`config.mk`:
```
export PLATFORM = sky130hd
export DESIGN_NAME = fifo_flags
export DESIGN_NICKNAME = d
export VERILOG_FILES = /design/src/rtl/fifo_flags.sv
export SDC_FILE = /design/constraint.sdc
export NUM_CORES = 1
export LEC_CHECK = 0
export CAP_MARGIN = 15
export CORE_ASPECT_RATIO = 0.9
export CORE_MARGIN = 5
export CORE_UTILIZATION = 40
export CTS_CLUSTER_SIZE = 16
export DETAILED_ROUTE_END_ITERATION = 10
export GPL_ROUTABILITY_DRIVEN = 1
export GPL_TIMING_DRIVEN = 0
export PLACE_DENSITY = 0.63
export SYNTH_ARGS = -nofsm -noshare
export SYNTH_HDL_FRONTEND = slang
export SYNTH_SLANG_ARGS = --single-unit
```
`constraint.sdc`:
```
create_clock -name clk -period 5.3 [get_ports clk]
set_clock_uncertainty 0.2 [all_clocks]
set_input_delay 1.06 -clock clk [delete_from_list [all_inputs] [get_ports clk]]
set_output_delay 1.06 -clock clk [all_outputs]
set_load 0.02 [all_outputs]
```
`src/rtl/fifo_flags.sv`:
```
// Single-clock FIFO with full/empty/almost flags, occupancy count, sticky
// overflow/underflow errors and optional first-word-fall-through read.
module fifo_flags #(
    parameter int DATA_WIDTH = 8,
    parameter int FIFO_DEPTH = 4,
    parameter int AFULL_TH   = FIFO_DEPTH - 1,
    parameter int AEMPTY_TH  = 1,
    parameter int FWFT       = 0,
    parameter int CW         = $clog2(FIFO_DEPTH + 1)
) (
    input  logic                  clk,
    input  logic                  n_rst,
    input  logic                  wr_en,
    input  logic [DATA_WIDTH-1:0] din,
    input  logic                  rd_en,
    output logic [DATA_WIDTH-1:0] dout,
    output logic                  full,
    output logic                  empty,
    output logic                  almost_full,
    output logic                  almost_empty,
    output logic [CW-1:0]         count,
    output logic                  overflow,
    output logic                  underflow,
    input  logic                  err_clr
);

    localparam int PW = (FIFO_DEPTH > 2) ? $clog2(FIFO_DEPTH) : 1;
    localparam logic [PW-1:0] LAST_PTR = PW'(FIFO_DEPTH - 1);
    localparam logic [CW-1:0] DEPTH_C  = CW'(FIFO_DEPTH);
    localparam logic [CW-1:0] AF_C     = CW'(AFULL_TH);
    localparam logic [CW-1:0] AE_C     = CW'(AEMPTY_TH);

    logic [DATA_WIDTH-1:0] mem [FIFO_DEPTH];
    logic [PW-1:0]         wr_ptr;
    logic [PW-1:0]         rd_ptr;
    logic                  wr_acc;
    logic                  rd_acc;

    // Flags decode the count register only, so they move strictly on clock edges.
    assign full         = (count == DEPTH_C);
    assign empty        = (count == '0);
    assign almost_full  = (count >= AF_C);
    assign almost_empty = (count <= AE_C);

    assign wr_acc = wr_en && !full;
    assign rd_acc = rd_en && !empty;

    always_ff @(posedge clk) begin
        if (!n_rst) begin
            wr_ptr    <= '0;
            rd_ptr    <= '0;
            count     <= '0;
            overflow  <= 1'b0;
            underflow <= 1'b0;
        end else begin
            // Explicit wrap compare keeps non-power-of-two depths correct.
            if (wr_acc)
                wr_ptr <= (wr_ptr == LAST_PTR) ? '0 : wr_ptr + PW'(1);
            if (rd_acc)
                rd_ptr <= (rd_ptr == LAST_PTR) ? '0 : rd_ptr + PW'(1);

            case ({wr_acc, rd_acc})
                2'b10:   count <= count + CW'(1);
                2'b01:   count <= count - CW'(1);
                default: count <= count;
            endcase

            // A new error in the same cycle as err_clr wins.
            if (wr_en && full)
                overflow <= 1'b1;
            else if (err_clr)
                overflow <= 1'b0;

            if (rd_en && empty)
                underflow <= 1'b1;
            else if (err_clr)
                underflow <= 1'b0;
        end
    end

    always_ff @(posedge clk) begin
        if (wr_acc)
            mem[wr_ptr] <= din;
    end

    generate
        if (FWFT != 0) begin : g_fwft
            assign dout = mem[rd_ptr];
        end else begin : g_std
            logic [DATA_WIDTH-1:0] dout_q;
            always_ff @(posedge clk) begin
                if (!n_rst)
                    dout_q <= '0;
                else if (rd_acc)
                    dout_q <= mem[rd_ptr];
            end
            assign dout = dout_q;
        end
    endgenerate

endmodule

```
==> metrics.md, run 1 <==
| Metric | Value |
|---|---|
| First-pass GRT wire length | 6.05 mm |
| CTS sink cnt | 49 |
| Status | finished, final reports clean |
| Setup CP Type | register to output port |
| Most used DFF post-synth | edfxtp_1 |
| Worst Hold Class | register to register |
| Vias/cell | 4.92 |
| Yosys warns | 0 |
| Switching Fraction | 0.316 |
| Max cap viols | 0 |
| RD Place Congestion | 0.693 |
| Final nets | 195 |
| Worst Setup Start Kind | register |
| Psw | 0.000344 W |
| Yosys cell types | 29 |
| FMAX | 316 MHz |
| Met3 usage | 0.0318 |
| Number of buffers created by CTS | 5 |
| Met1 GRT Util | 0.143 |
| Max Slew Vio Count | 0 |
| Io pins | 30 |
| Vias | 1,167 |
| Post-CTS sizing | 0 |
| Die width | 85.1 um |
| Most common cell after layout, fill and taps aside | edfxtp_1 |
| Period utilization | 0.598 |
| Final Util | 0.505 |
| Clk buf depth | 2 |
| Wire per inst | 15.1 um |
| Clk slew on worst S/H paths | 0.08 ns |
| Final-report hold violation count | 0 |
| Worst r2r src | count[0] |
| Buffers on Ports | 28 |
| Hold Worst Slack | 0.272 ns |
| Met2 usage | 0.201 |
| Die H | 77.6 um |
| Flop pwr share | 0.449 |
| CP Capture Type | output port |
| Total global-route track usage | 0.118 |
| Grt peak-use layer | met2 |
| PD cells | 440 mW/mm2 |
| CP Data Required Time | 4.04 ns |
| Slowest library cell on the worst path | clkdlybuf4s50_1 |
| Residual DRC | 0 |
| # H-tree levels | 2 |
| Antenna viol nets, final | 0 |
| Core Box Area | 0.00489 mm2 |
| Worst Max-Slew Pin Slew | 0.587 ns |
| HPWL Detailed | 2.70 mm |
| Setup Buffers After CTS | 0 |
| Clock root buffer master | clkbuf_8 |
| CTS tree | done |
| Ys async rst share | 0 |
| RSZ-0062 raised after global routing | false |
| Synth Register Bits | 49 |
| Combinational fraction of design power | 0.362 |
| Die area | 0.00660 mm2 |
| Largest net degree at the start of global routing | 14 |
| Routed wire length | 3.59 mm |
| Cell Area, Synth | 0.00203 mm2 |
| CTS Hold Bufs | 0 |
| Crit path DAT | 1.91 ns |
| Largest fanout on the critical path | 8 |
| 1st-pass router iterations | 4 |
| Layout cells sized above 1 | 0.122 |
| Most frequent cells in the layout | edfxtp_1, clkdlybuf4s50_1, dfxtp_1 |
| Area Growth Syn to Fin | 21.7% |
| Max IR drop VDD | 0.192 mV |
| Hold path startpoint | dout[0] |
| Crit path from | count[0] |
| Max incr delay on CP | 0.54 ns |
| Initial antenna violation count | 0 |
| Post-synthesis net count | 160 |
| Final setup fails | 0 |
| Post-synth EDFFs | 32 |
| Crit-path cells | inv_1 > ha_1 > nor2b_2 > buf_6 > clkdlybuf4s50_1 |
| Syn_area_per_cell | 14.9 um2 |
| Post-layout min period | 3.17 ns |
| Sequential area share after synthesis | 0.641 |
| Internal Dissipation | 0.000745 W |
| Gr ovfl total | 0 |
| Antenna cells | 0 |
| Detailed Route Iter0 Violations | 68 |
| Lkg Pwr | 0.867 nW |
| Skew-Pair Late Insertion Delay | 0.29 ns |
| Mapped Cells | 136 |
| Initial Utilization | 0.415 |
| Slew margin rel. | 0.608 |
| Vias in the first global route | 1,283 |
| Setup_tns | 0 ns |
| Part of the power in the clock network | 0.189 |
| Number of core rows | 24 |
## kinds of logic after synthesis
logic type	after synthesis	share of synthesized area
AND/OR/NAND/NOR	30	0.0801
flip-flops	49	0.641
XOR/XNOR	2	0.00863
adder cells (fa/ha/maj)	11	0.0678
buffers and inverters	13	0.0314
multiplexers	10	0.0986
AO/OA/AOI/OAI	21	0.0727
## Yosys cell counts, types with 2 or more instances
cell,count,share of area
ha_1,11,0.068
a21oi_1,4,0.0099
dfxtp_1,17,0.17
o2bb2ai_1,8,0.035
and2_1,4,0.012
o21ai_0,4,0.0099
buf_4,2,0.0074
mux2i_1,2,0.0099
xor2_1,2,0.0086
nor2_1,10,0.018
inv_1,8,0.015
a22oi_1,2,0.0074
mux4_2,8,0.089
edfxtp_1,32,0.47
nand2_1,8,0.015
## per-layer routing
layer / vias up / share of wire
met5: - / 0
met4: 0 / 0.012
met1: 572 / 0.45
met2: 20 / 0.49
met3: 5 / 0.041
li1: 570 / -
## state kept, by name, summed over array words and instances (netlist names)
name and flops:
underflow 1, rd_ptr 2, dout 8, count 3
wr_ptr 2, overflow 1, mem 32
## per-stage QoR
| stage | power (W) | cells | worst slack, ns | area (um2) |
|---|---|---|---|---|
| finish | 0.00109 | 237 | 2.13 | 2470 |
| global route | 0.00115 | 237 | 2.02 | 2470 |
| global placement | 0.000878 | 229 | 2.20 | 2390 |
| CTS | 0.00110 | 237 | 2.11 | 2470 |
| floorplan | 0.000747 | 136 | 2.89 | 2030 |
| detailed placement | 0.000897 | 229 | 2.16 | 2390 |
## critical path: cells and delay by family (launching register included)
kind	cells	cell delay, ns
adders and majority gates	1	0.24
DFF	1	0.43
buffers and inverters	3	0.79
and+or+nand+nor	1	0.16
## path summary, 6_finish.rpt
kind                   end  slack (ns)  cells past startpoint
setup / recovery     empty        2.13                      5
hold / removal     dout[0]        0.27                      2
setup reg to reg  count[1]        2.92                      9
hold reg to reg    dout[0]        0.27                      2
## layout make-up
type                    instances  area [um2]
fillers                       436        2420
flip-flops and latches         49        1300
multi-input cells              74         666
repair buffers                 28         280
well taps                      65        81.3
clock buffers                   8        80.1
inverters                       9        33.8
plain buffers                   4        30.0
## power by group through the flow
stage	logic, W	registers (W)	clock network [W]
final	0.000394	0.000489	0.000206
after global routing	0.000426	0.000498	0.000222
after CTS	0.000400	0.000490	0.000210
after detailed placement	0.000398	0.000499	0
after global placement	0.000384	0.000494	0
after floorplan	0.000220	0.000527	0
Note: power is estimated with default switching activity, not from simulation.
==> inputs of run 2 (changes only) <==
--- a/config.mk
+++ b/config.mk
@@ -13,7 +13,7 @@
 export DETAILED_ROUTE_END_ITERATION = 10
 export GPL_ROUTABILITY_DRIVEN = 1
 export GPL_TIMING_DRIVEN = 0
-export PLACE_DENSITY = 0.63
+export PLACE_DENSITY = 0.65
 export SYNTH_ARGS = -nofsm -noshare
 export SYNTH_HDL_FRONTEND = slang
 export SYNTH_SLANG_ARGS = --single-unit
==> constraint.sdc (replaced) <==
create_clock -name clk -period 2.58 [get_ports clk]
set_clock_uncertainty 0.2 [all_clocks]
set_input_delay 0.516 -clock clk [delete_from_list [all_inputs] [get_ports clk]]
set_output_delay 0.516 -clock clk [all_outputs]
set_load 0.02 [all_outputs]
==> run 2 against run 1 <==
  * Via count about the same
  * Register-to-register slack worse by 2.7 ns
  * Largest cell class unchanged
  * Clock power rose to 2.5 times the previous value
  * Critical path type unchanged
  * Largest power group unchanged
  * Critical path depth did not move
  * Clock-buffer cell count shrank 2
==> metrics.md, run 2 (same netlist as run 1, synthesis figures left out) <==
| Metric | Value |
|---|---|
| Status | finished, final reports clean |
| M1 WL | 1.53 mm |
| Max IR drop VDD | 0.420 mV |
| Reg2reg setup slack | 0.23 ns |
| Vias in the first global route | 1,180 |
| Critical R2R Capture | count[1] |
| Setup CP Type | register to output port |
| Worst Hold Class | register to register |
| Detailed Route Iter0 Violations | 65 |
| Antenna cells | 0 |
| RSZ-0062 raised after global routing | false |
| Vias | 1,168 |
| Highest Signal Layer | met4 |
| First-pass GRT wire length | 6.00 mm |
| Die area | 0.00660 mm2 |
| Max incr delay on CP | 0.60 ns |
| 1st-pass router iterations | 4 |
| Delay-heaviest family, CP | buffers and inverters |
| Crit path from | count[1] |
| Met3 WL | 212 um |
| Cells on worst reg2reg path | 9 |
| Initial antenna violation count | 0 |
| Io pins | 30 |
| Post-layout min period | 2.41 ns |
| Vias/cell | 4.93 |
| Total global-route track usage | 0.117 |
| Slew margin rel. | 0.625 |
| Routed wire length | 3.59 mm |
| Crit path DAT | 1.69 ns |
| Setup Buffers After CTS | 0 |
| Die width | 85.1 um |
| Crit-path cells | inv_1 > ha_1 > a21oi_1 > nor2_1 > clkdlybuf4s50_1 |
| Worst Setup Start Kind | register |
| # H-tree levels | 2 |
| Number of cells on the critical path | 5 |
| Final nets | 195 |
| Most common cell after layout, fill and taps aside | edfxtp_1 |
| Buffers on Ports | 28 |
| Initial Utilization | 0.415 |
| Setup_tns | 0 ns |
| CP Capture Type | output port |
| Worst Max-Slew Pin Slew | 0.562 ns |
| Worst r2r src | count[0] |
| Core Box Area | 0.00489 mm2 |
| Largest fanout on the critical path | 6 |
| Gr ovfl total | 0 |
| DP Worst Slack | -0.0161 ns |
| Largest net degree at the start of global routing | 15 |
| Lkg Pwr | 0.916 nW |
| Slowest library cell on the worst path | clkdlybuf4s50_1 |
| Layout cells sized above 1 | 0.134 |
| Max cap viols | 0 |
| Area Growth Syn to Fin | 23.3% |
| Number of buffers created by CTS | 5 |
| CTS Hold Bufs | 0 |
| Number of flip-flops in the largest register | 32 |
| Biggest register | mem |
| Residual DRC | 0 |
| CTS tree | done |
| Period utilization | 0.932 |
| CP Capture Point | almost_empty |
| RD Place Congestion | 0.689 |
| Max Slew Vio Count | 0 |
| Final setup fails | 0 |
| Number of core rows | 24 |
| Skew-Pair Late Insertion Delay | 0.29 ns |
| CTS sink cnt | 49 |
| Wire per inst | 15.2 um |
| Clock root buffer master | clkbuf_8 |
| Worst path bufs/invs | 2 |
| CP Data Required Time | 1.86 ns |
| Final-report hold violation count | 0 |
| Clk slew on worst S/H paths | 0.08 ns |
| Most frequent cells in the layout | edfxtp_1, clkdlybuf4s50_1, dfxtp_1 |
| Die H | 77.6 um |
| PD cells | 925 mW/mm2 |
| Clk buf depth | 2 |
| FMAX | 416 MHz |
| Antenna viol nets, final | 0 |
| Worst setup margin | 0.174 ns |
| Met2 WL post-DR | 1.81 mm |
## run 2: cell count changes in the layout (fill, tap and decap cells not counted)
cell             change
dfxtp_2              +1
dlygate4sd2_1        +1
bufinv_16            +1
clkinv_1             +1
clkbuf_1             -2
dlymetal6s2s_1       +2
dfxtp_1              -1
clkdlybuf4s50_1      -3
## run 2: where the power goes
group	switching (W)	internal [W]
combinational	0.000408	0.000379
clock	0.000236	0.000286
sequential	0.0000593	0.000948
total	0.000704	0.00161
## run 2: through the flow
stage                     utilization  hold slack, ns  power (W)  instances  area [um2]
after floorplan                     -           0.314    0.00153        136        2030
after global placement          0.489           0.251    0.00181        229        2390
after detailed placement        0.489           0.254    0.00183        229        2390
after CTS                       0.510           0.266    0.00235        237        2500
after global routing            0.512           0.288    0.00245        237        2500
final                           0.512           0.266    0.00232        237        2500
## run 2: cell type report
type,instances,area [um2]
Clock inverter,2,33.8
Clock buffer,6,72.6
Multi-Input combinational cell,74,666
Sequential cell,49,1300
Buffer,4,30.0
Inverter,9,33.8
Tap cell,65,81.3
Fill cell,421,2390
Timing Repair Buffer,28,284
## run 2: worst register-to-register path, stage by stage, from the launching register on
cell      delay (ns)
dfxtp_1         0.42
inv_1           0.12
ha_1            0.23
nor2b_2         0.16
buf_6           0.13
nor2_2          0.34
ha_1            0.30
xor2_1          0.16
nor2_1          0.06
a211oi_1        0.15
## run 2: per-layer routing
| layer | GRT usage | vias up |
|---|---|---|
| met3 | 0.0339 | 5 |
| met2 | 0.193 | 29 |
| met1 | 0.149 | 562 |
| met4 | 0.0380 | 0 |
| li1 | - | 572 |
| met5 | 0 | - |
## run 2: how the worst min path moves through the flow
stage | from | endpoint | slack (ns) | cells after the start
after detailed placement | dout[0] | dout[0] | 0.25 | 2
after global routing | dout[4] | dout[4] | 0.29 | 2
after global placement | dout[6] | dout[6] | 0.25 | 2
final | dout[0] | dout[0] | 0.27 | 2
after CTS | dout[0] | dout[0] | 0.27 | 2
after floorplan | wr_ptr[1] | wr_ptr[1] | 0.31 | 2
## run 2: repair_timing
| action | CTS | global route |
|---|---|---|
| setup endpoints to repair | 1 | 2 |
| gates resized for setup | 1 | 3 |
| endpoints found under the hold margin | 0 | 0 |
